===== config.mk =====
export PLATFORM = sky130hd
export DESIGN_NAME = control_sequencer
export DESIGN_NICKNAME = d
export VERILOG_FILES = /design/src/rtl/control_sequencer.sv
export SDC_FILE = /design/constraint.sdc
export NUM_CORES = 1
export LEC_CHECK = 0
export ABC_AREA = 0
export CORE_UTILIZATION = 34
export DETAILED_ROUTE_END_ITERATION = 7
export PLACE_DENSITY = 0.81
export SLEW_MARGIN = 20
export SYNTH_ARGS = -nofsm -noshare
export SYNTH_HDL_FRONTEND = slang
export SYNTH_SLANG_ARGS = --single-unit

===== constraint.sdc =====
create_clock -name Clock -period 2.7 [get_ports Clock]
set_input_delay 0.54 -clock Clock [delete_from_list [all_inputs] [get_ports Clock]]
set_output_delay 0.54 -clock Clock [all_outputs]
set_load 0.03 [all_outputs]

===== src/rtl/control_sequencer.sv =====
// Hardwired Moore control unit for the single-bus datapath: fetch (T0-T2) and
// execute (T3-T6) of register ALU, MUL/DIV, NOP and HALT instructions.
module control_sequencer #(
    parameter int             OPW     = 5,
    parameter logic [OPW-1:0] MUL_OP  = 5'd15,
    parameter logic [OPW-1:0] DIV_OP  = 5'd16,
    parameter logic [OPW-1:0] NOP_OP  = 5'd26,
    parameter logic [OPW-1:0] HALT_OP = 5'd27
) (
    input  logic           Clock,
    input  logic           clear,
    input  logic           run,
    input  logic [31:0]    IR,
    input  logic           mem_ready,
    output logic           PCout,
    output logic           Zlowout,
    output logic           Zhighout,
    output logic           HIout,
    output logic           LOout,
    output logic           MDRout,
    output logic           MARin,
    output logic           PCin,
    output logic           MDRin,
    output logic           IRin,
    output logic           Yin,
    output logic           HIin,
    output logic           LOin,
    output logic           Zin_low,
    output logic           Zin_high,
    output logic           IncPC,
    output logic           Read,
    output logic [15:0]    Rout,
    output logic [15:0]    Rin,
    output logic [OPW-1:0] alu_op,
    output logic [3:0]     step,
    output logic           halted,
    output logic           illegal
);

    typedef enum logic [3:0] {
        IDLE = 4'd0, T0 = 4'd1, T1 = 4'd2, T2 = 4'd3, T3 = 4'd4,
        T4 = 4'd5, T5 = 4'd6, T6 = 4'd7, HALT = 4'd8
    } state_t;

    state_t         state;
    logic [OPW-1:0] opcode;
    logic [15:0]    ra_sel, rb_sel, rc_sel;
    logic           is_alu, is_md, is_halt, is_illegal;
    logic           unused_ir;

    assign opcode     = IR[31:32-OPW];
    assign ra_sel     = 16'd1 << IR[26:23];
    assign rb_sel     = 16'd1 << IR[22:19];
    assign rc_sel     = 16'd1 << IR[18:15];
    assign is_alu     = opcode < MUL_OP;
    assign is_md      = (opcode == MUL_OP) || (opcode == DIV_OP);
    assign is_halt    = opcode == HALT_OP;
    assign is_illegal = opcode > HALT_OP;
    assign unused_ir  = ^IR[14:0];

    // Opcodes between DIV and HALT other than NOP have no execute sequence
    // here; they retire from T3 exactly like NOP, without flagging illegal.
    always_ff @(posedge Clock or negedge clear) begin
        if (!clear) begin
            state <= IDLE;
        end else begin
            case (state)
                IDLE: if (run) state <= T0;
                T0:   state <= T1;
                T1:   if (mem_ready) state <= T2;
                T2:   state <= T3;
                T3: begin
                    if (is_halt)               state <= HALT;
                    else if (is_alu || is_md)  state <= T4;
                    else                       state <= run ? T0 : IDLE;
                end
                T4:   state <= T5;
                T5:   state <= is_md ? T6 : (run ? T0 : IDLE);
                T6:   state <= run ? T0 : IDLE;
                HALT: state <= HALT;
                default: state <= IDLE;
            endcase
        end
    end

    assign step = state;

    always_comb begin
        PCout = 1'b0; Zlowout = 1'b0; Zhighout = 1'b0; HIout = 1'b0;
        LOout = 1'b0; MDRout = 1'b0; MARin = 1'b0; PCin = 1'b0;
        MDRin = 1'b0; IRin = 1'b0; Yin = 1'b0; HIin = 1'b0; LOin = 1'b0;
        Zin_low = 1'b0; Zin_high = 1'b0; IncPC = 1'b0; Read = 1'b0;
        Rout = '0; Rin = '0; alu_op = '0; halted = 1'b0; illegal = 1'b0;
        case (state)
            T0: begin
                PCout = 1'b1; MARin = 1'b1; IncPC = 1'b1; Zin_low = 1'b1;
            end
            // Held through memory wait; reloading PC from Zlow each cycle is harmless.
            T1: begin
                Zlowout = 1'b1; PCin = 1'b1; Read = 1'b1; MDRin = 1'b1;
            end
            T2: begin
                MDRout = 1'b1; IRin = 1'b1;
            end
            T3: begin
                if (is_alu) begin
                    Rout = rb_sel; Yin = 1'b1;
                end else if (is_md) begin
                    Rout = ra_sel; Yin = 1'b1;
                end
                illegal = is_illegal;
            end
            T4: begin
                alu_op  = opcode;
                Zin_low = 1'b1;
                if (is_md) begin
                    Rout = rb_sel; Zin_high = 1'b1;
                end else begin
                    Rout = rc_sel;
                end
            end
            T5: begin
                Zlowout = 1'b1;
                if (is_md) LOin = 1'b1;
                else       Rin  = ra_sel;
            end
            T6: begin
                Zhighout = 1'b1; HIin = 1'b1;
            end
            HALT: halted = 1'b1;
            default: ;
        endcase
    end

endmodule


==> run summary, run 1 <==
Critical Path RT - 2.16 ns
initial drt markers - 114
worst slack, placed - -0.1596 ns
P_leak - 0.0008838 µW
die width - 62.91 µm
Core Area - 3442 µm²
critical path fanouts, max - 8
CP top delay family - buffers and inverters
die area - 3957 µm²
Hold-fix buffers, CTS - 0
register area share after synthesis - 7.937%
worst vdd ir - 543.1 µV
top cells by area, synth - nor2_1, nand3_1, dfrtp_1, nor3_1, mux2i_1
IO buf count - 78
post-DR wirelength/cell - 13.38 µm
Ys Warns - 0
CP bufs+invs - 3
Post-synth EDFFs - 0
final slew viol count - 0
clk buf depth - 2
DPL Wire Length - 3487 µm
Yosys top cell area share - 9.821%
Post-Syn Area - 1261 µm²
CTS tree - done
adder-cell share of the synthesized area - 0%
clock sinks - 4
Synth Area in Simple Gates - 57.14%
outcome - finished, final reports clean
Synth cell types - 46
Synth Area in Compound Gates - 17.56%
most numerous cell in the Yosys netlist - nor2_1
H-tree depth - 1
post-synthesis xor/xnor area fraction - 0%
# IOs - 96
starting density of the core - 36.64%
Hold WC Path Type - in -> async
reg2reg start - step[1]
CP max-delay cell - dlygate4sd2_1
Finished Cell Area - 2252 µm²
share of layout cells above drive strength 1 - 31.16%
critical path type - in -> out
CP endpoint kind - output port
GRT Overall Usage - 22.67%
CP startpoint kind - input port
Final setup violation count - 0
Syn Area/Cell - 6.275 µm²
post-synthesis mux area share - 6.349%
DRT Wirelength - 4522 µm
Final ANT Viol Nets - 0
crit path from - IR[30]
#FFs+latches synth - 4
CTS Buf Count - 3
main combinational cell family by area after synthesis - simple AND/OR/NAND/NOR gates
PD cells - 489.8 nW/µm²
initial antenna violation count - 0
vias - 1,807
Post-synth top flop - dfrtp_1
Final Skew - 0.001185 ns
post-place instance area - 2110 µm²
chip height - 62.91 µm
Layout area overhead - 78.57%
Max Fclk - 382.3 MHz
Post-Syn Instances - 201
CP Data Arrival Time - 2.08 ns
CP Cell Sequence - dlygate4sd2_1, nand4_1, o2bb2ai_4, buf_6, mux2i_1, o21ai_1, buf_4
DR pass1 iterations - 4
largest net degree at the start of global routing - 16
DRC - 0
max FFs per register - 4
top post-synthesis cells by count - nor2_1, nand3_1, nor3_1
Worst-Skew Late Latency - 0.22 ns
post-synth top area cell - nor2_1
worst setup margin - 0.08439 ns
Worst path max stage delay - 0.35 ns
vias in the first global route - 1,738
minimum clock period - 2.616 ns
first-pass GRT wire length - 7452 µm
ys async rst share - 100.0%
crit share post-route - 96.87%
fin nets - 330
Via density - 5.346
Fin. Hold Viols - 0
clock-pin transition on the worst setup and hold timing paths - 0.03 ns
std cell rows - 21
Root Buffer - clkbuf_8
gr ovfl total - 0
Ant. Diodes - 0
RePlAce Congestion - 0.8520
Max Cap Violations - 0
## worst register-to-register path: cells and delay by family (launching register included)
kind,cells,cell delay (ns)
buffers and inverters,2,0.33
flip-flops,1,0.34
AND/OR/NAND/NOR,3,0.73
## layer usage
layer	wire, µm	global-route usage, %	vias to the layer above
li1	-	-	906
met1	1910	27.48	820
met2	2263	38.84	73
met3	254	3.102	8
met4	94	10.76	0
met5	0	0	-
## report_power, final
part / internal, µW / switching [µW] / total [µW]
clock: 95.0 / 30.6 / 126
combinational: 361 / 524 / 885
sequential: 81.5 / 10.6 / 92.1
total: 538 / 565 / 1100
## cells in the final DEF, fill, tap and decap left out, drive strengths merged, types with 2 or more instances in the layout
| cell type | Yosys | routed |
|---|---|---|
| nor2b | 9 | 9 |
| or4 | 3 | 3 |
| and2 | 5 | 5 |
| buf | 16 | 72 |
| clkdlybuf4s50 | 0 | 32 |
| o221ai | 2 | 2 |
| clkbuf | 6 | 3 |
| nor3b | 2 | 2 |
| nor3 | 18 | 18 |
| nand4 | 7 | 7 |
| nand3 | 21 | 21 |
| o211ai | 7 | 7 |
| mux2i | 8 | 8 |
| nand2b | 9 | 9 |
| conb | 1 | 2 |
| or2 | 2 | 2 |
| dfrtp | 4 | 4 |
| dlygate4sd2 | 0 | 4 |
| nor4 | 4 | 4 |
| o21ai | 9 | 9 |
| nand2 | 16 | 16 |
| nor2 | 33 | 33 |
| a21oi | 2 | 2 |
## layout make-up
type | instances | area (µm²)
Inverter | 1 | 3.754
Multi-Input combinational cell | 175 | 1111
Sequential cell | 4 | 100.1
Tap cell | 46 | 57.56
Clock buffer | 3 | 41.29
Fill cell | 323 | 1190
Timing Repair Buffer | 109 | 938.4
## worst paths after layout
| check | end | slack [ns] | cells past startpoint |
|---|---|---|---|
| max | Rout[2] | 0.08 | 7 |
| min | step[3] | 0.52 | 1 |
| max reg2reg | step[2] | 1.17 | 5 |
| min reg2reg | step[3] | 0.70 | 2 |
| max in group asynchronous | step[1] | 2.02 | 1 |
| min in group Clock | step[3] | 0.70 | 2 |
## repair_timing
item	4_1_cts	5_1_grt
setup buffers	2	1
pin swaps	2	4
cloned	1	0
gates resized for setup	12	7
endpoints found under the hold margin	0	0
setup endpoints to repair	28	32
## per-stage QoR
step / hold WS (ns) / total power, µW / TNS [ns] / util, % / std cells
after global routing: 0.5356 / 1171 / -0.04712 / 65.43 / 338
final: 0.5191 / 1103 / 0 / 65.43 / 338
after CTS: 0.5242 / 1093 / 0 / 64.45 / 337
after detailed placement: 0.6675 / 953.4 / -2.028 / 61.29 / 331
after floorplan: 0.2444 / 653.9 / 0 / - / 202
after global placement: 0.6708 / 941.6 / -1.295 / 61.29 / 331
## logic make-up (layout without fill, tap and decap cells)
kind of cell,after synthesis,in the layout
compound gates,29,29
mux,8,8
flops,4,4
buf+inv,23,113
other cells,1,2
simple gates,136,136
Note: power is estimated with default switching activity, not from simulation.
==> inputs of run 2 (changes only) <==
--- a/config.mk
+++ b/config.mk
@@ -9,6 +9,7 @@
 export CORE_UTILIZATION = 34
 export DETAILED_ROUTE_END_ITERATION = 7
 export PLACE_DENSITY = 0.81
+export SKIP_LAST_GASP = 1
 export SLEW_MARGIN = 20
 export SYNTH_ARGS = -nofsm -noshare
 export SYNTH_HDL_FRONTEND = slang
==> run summary, run 2 (same netlist as run 1, synthesis figures left out) <==
outcome - finished, final reports clean
Final Skew - 0.001101 ns
DPL Wire Length - 3487 µm
fin nets - 330
GRT Overall Usage - 22.67%
CP endpoint kind - output port
gr ovfl total - 0
Critical Path RT - 2.16 ns
CP max-delay cell - dlygate4sd2_1
CTS tree - done
starting density of the core - 36.64%
vias in the first global route - 1,738
worst setup margin - 0.08931 ns
worst slack, placed - -0.1596 ns
initial antenna violation count - 0
Worst-Skew Late Latency - 0.22 ns
Root Buffer - clkbuf_8
die width - 62.91 µm
Max Fclk - 383.0 MHz
first-pass GRT wire length - 7452 µm
minimum clock period - 2.611 ns
Core Area - 3442 µm²
commonest non-fill, non-tap cell in the layout - buf_4
Via density - 5.405
clock-pin transition on the worst setup and hold timing paths - 0.03 ns
std cell rows - 21
initial drt markers - 122
DRC - 0
CP top delay family - buffers and inverters
Max Cap Violations - 0
Layout area overhead - 78.57%
CTS Buf Count - 3
# IOs - 96
largest net degree at the start of global routing - 16
clock sinks - 4
Design Power - 1103 µW
max FFs per register - 4
critical path fanouts, max - 8
number of fillers in the final layout - 323
Hold WC Path Type - in -> async
critical path type - in -> out
share of layout cells above drive strength 1 - 31.16%
die area - 3957 µm²
post-DR wirelength/cell - 13.38 µm
P_leak - 0.0008841 µW
CP Data Arrival Time - 2.07 ns
Final ANT Viol Nets - 0
commonest non-fill, non-tap cells in the layout - buf_4, nor2_1, clkdlybuf4s50_1
Ant. Diodes - 0
Fin. Hold Viols - 0
IO buf count - 78
DR pass1 iterations - 4
vias - 1,827
RePlAce Congestion - 0.8520
crit share post-route - 96.69%
DRT Wirelength - 4523 µm
worst vdd ir - 543.9 µV
final slew viol count - 0
PD cells - 489.7 nW/µm²
H-tree depth - 1
Final setup violation count - 0
CP startpoint kind - input port
clk buf depth - 2
Worst path max stage delay - 0.35 ns
CP Cell Sequence - dlygate4sd2_1, nand4_1, o2bb2ai_4, buf_6, mux2i_1, o21ai_1, buf_4
chip height - 62.91 µm
CP bufs+invs - 3
## run 2: cell counts in the layout (fill, tap and decap cells not counted)
Identical to the previous run, type by type.
## run 2: final timing paths
kind | start | end | slack (ns) | cells past startpoint
worst max-delay path | IR[30] | Rout[2] | 0.09 | 7
worst min-delay path | clear | step[3] | 0.52 | 1
worst max register to register | step[1] | step[2] | 1.17 | 5
worst min register to register | step[3] | step[3] | 0.70 | 2
max in group asynchronous | clear | step[1] | 2.02 | 1
min in group Clock | step[3] | step[3] | 0.70 | 2
## run 2: worst reg2reg max path: cells and delay by family, from the launching register on
| family | cells | cell delay (ns) |
|---|---|---|
| flops | 1 | 0.34 |
| buf+inv | 2 | 0.34 |
| simple gates | 3 | 0.73 |
## run 2: cell type report
class                      instances  area, µm²  area share (%)
tap                               46      57.56           2.556
clock buffer                       3      41.29           1.833
timing repair buffer             109      938.4           41.67
inverter                           1      3.754          0.1667
sequential                         4      100.1           4.444
multi-input combinational        175       1111           49.33
## run 2: routing by layer
| metal | GRT usage, % | wire, µm |
|---|---|---|
| met1 | 27.48 | 1887 |
| met2 | 38.84 | 2258 |
| met3 | 3.102 | 271 |
| met4 | 10.76 | 105 |
| met5 | 0 | 0 |
## run 2: metrics by stage
step                hold WS, ns  util [%]  TNS (ns)  instance area, µm²  cells
floorplan                0.2444         -         0                1271    202
global placement         0.6708     61.29    -1.295                2110    331
detailed placement       0.6675     61.29    -2.028                2110    331
CTS                      0.5242     64.30  -0.04256                2213    337
global route             0.5356     65.43  -0.04712                2252    338
finish                   0.5190     65.43         0                2252    338
## run 2: what timing repair did
| action | CTS | global route |
|---|---|---|
| resized for setup | 11 | 8 |
| gates cloned | 1 | 0 |
| hold endpoints to repair | 0 | 0 |
| hold buffers | 0 | 0 |
| setup buffers | 2 | 1 |
| endpoints found under the setup margin | 28 | 32 |
| pin swaps | 2 | 3 |
## run 2: power by group
part | internal (µW) | leakage, µW | switching [µW]
Sequential | 81.5 | 0.0000516 | 10.6
Clock | 95.0 | 0.0000216 | 30.7
Combinational | 361 | 0.000811 | 524
==> inputs of run 3 (changes only) <==
--- a/config.mk
+++ b/config.mk
@@ -6,9 +6,11 @@
 export NUM_CORES = 1
 export LEC_CHECK = 0
 export ABC_AREA = 0
-export CORE_UTILIZATION = 34
+export CORE_UTILIZATION = 35
+export CTS_BUF_LIST = sky130_fd_sc_hd__clkbuf_8
 export DETAILED_ROUTE_END_ITERATION = 7
-export PLACE_DENSITY = 0.81
+export GPL_ROUTABILITY_DRIVEN = 0
+export PLACE_DENSITY = 0.83
 export SKIP_LAST_GASP = 1
 export SLEW_MARGIN = 20
 export SYNTH_ARGS = -nofsm -noshare
==> constraint.sdc (replaced) <==
create_clock -name Clock -period 2.9 [get_ports Clock]
set_input_delay 0.58 -clock Clock [delete_from_list [all_inputs] [get_ports Clock]]
set_output_delay 0.58 -clock Clock [all_outputs]
set_load 0.03 [all_outputs]
==> run summary, run 3 (same netlist as run 1, synthesis figures left out) <==
outcome - finished, final reports clean
Core Area - 3390 µm²
Layout area overhead - 71.92%
critical path fanouts, max - 8
starting density of the core - 37.21%
final slew viol count - 0
Worst-Skew Late Latency - 0.22 ns
CTS Buf Count - 3
share of layout cells above drive strength 1 - 24.38%
vias in the first global route - 1,470
die area - 3848 µm²
Root Buffer - clkbuf_8
Hold-fix buffers, CTS - 0
DR pass1 iterations - 4
IO buf count - 78
CP startpoint kind - input port
combinational share of power - 80.0%
Via density - 5.465
# IOs - 96
P_leak - 0.0008398 µW
Max Cap Violations - 0
Cell Count, Final, Fillers Out - 329
largest net degree at the start of global routing - 16
clock sinks - 4
Multi-input gate area - 1061 µm²
initial drt markers - 104
PD cells - 464.3 nW/µm²
critical path type - in -> out
Final Skew - 0.001431 ns
H-tree depth - 1
initial antenna violation count - 0
chip height - 62.03 µm
DRT Wirelength - 4473 µm
GRT Overall Usage - 22.85%
crit share post-route - 98.10%
clock-pin transition on the worst setup and hold timing paths - 0.03 ns
Max Fclk - 351.5 MHz
Reg area - 100.1 µm²
Fin. Hold Viols - 0
worst vdd ir - 522.7 µV
post-DR wirelength/cell - 13.60 µm
clk buf depth - 2
number of fillers in the final layout - 310
DPL Wire Length - 3406 µm
Final ANT Viol Nets - 0
std cell rows - 21
DP Cell Count - 323
Ant. Diodes - 0
Net Switching - 521.5 µW
CP Data Arrival Time - 2.26 ns
unrepaired setup endpoints after global routing - yes
vias - 1,798
first-pass GRT wire length - 6506 µm
Switching Share - 51.80%
CP endpoint kind - output port
Critical Path RT - 2.32 ns
Final setup violation count - 0
gr ovfl total - 0
CTS tree - done
Clk pwr share - 11.7%
Hold WC Path Type - in -> async
commonest non-fill, non-tap cells in the layout - buf_4, clkdlybuf4s50_1, nor2_1
fin nets - 321
commonest non-fill, non-tap cell in the layout - buf_4
sequential group share of total power - 8.3%
DRC - 0
minimum clock period - 2.845 ns
Int Pwr - 485.2 µW
die width - 62.03 µm
Design Power - 1007 µW
max FFs per register - 4
[run 3: per-stage QoR]
step                instance area [µm²]  TNS [ns]  util (%)  hold slack [ns]  worst slack (ns)
global route                       2168  -0.02365     63.97           0.5752          -0.01977
CTS                                2100         0     61.94           0.5661           0.01156
detailed placement                 2058         0     60.72           0.6766           0.01547
finish                             2168         0     63.97           0.5633           0.05510
global placement                   2058         0     60.72           0.6694           0.01647
floorplan                          1265         0         -           0.2844            0.1050
[run 3: critical path, stage by stage]
cell,delay (ns)
clkdlybuf4s50_1,0.52
nand4_1,0.19
o2bb2ai_4,0.30
buf_6,0.19
mux2i_1,0.22
o21ai_1,0.09
buf_4,0.17
[run 3: what timing repair did]
| item | CTS | global route |
|---|---|---|
| setup endpoints to repair | 0 | 31 |
| resized for setup | 0 | 10 |
| buffers inserted | 0 | 3 |
[run 3: final cells by class]
type / count / share of cell area [%]
multi-input cells: 175 / 48.93
repair buffers: 100 / 41.72
flip-flops and latches: 4 / 4.616
well taps: 46 / 2.654
clock buffers: 3 / 1.904
inverters: 1 / 0.1731
[run 3: final timing paths]
check	startpoint	endpoint	slack, ns	cells after the start
worst max-delay path	IR[28]	Rout[15]	0.06	7
worst min-delay path	clear	step[3]	0.56	1
worst max register to register	step[3]	step[2]	1.34	3
worst min register to register	step[3]	step[3]	0.68	2
max in group asynchronous	clear	step[2]	2.17	1
min in group Clock	step[3]	step[3]	0.68	2
[run 3: per-layer routing]
layer,global-route usage (%),routed length [µm],vias to the layer above
li1,-,-,895
met1,29.68,1926,816
met2,38.45,2189,74
met3,1.863,239,13
met4,10.16,118,0
met5,0,0,-
[run 3: power by group through the flow]
stage / logic [µW] / clock network, µW / registers, µW
2_1_floorplan: 472 / 0 / 133
3_3_place_gp: 778 / 0 / 83.6
3_5_place_dp: 786 / 0 / 84.8
4_1_cts: 791 / 119 / 84.1
5_1_grt: 852 / 124 / 86.8
6_report: 805 / 118 / 84.0
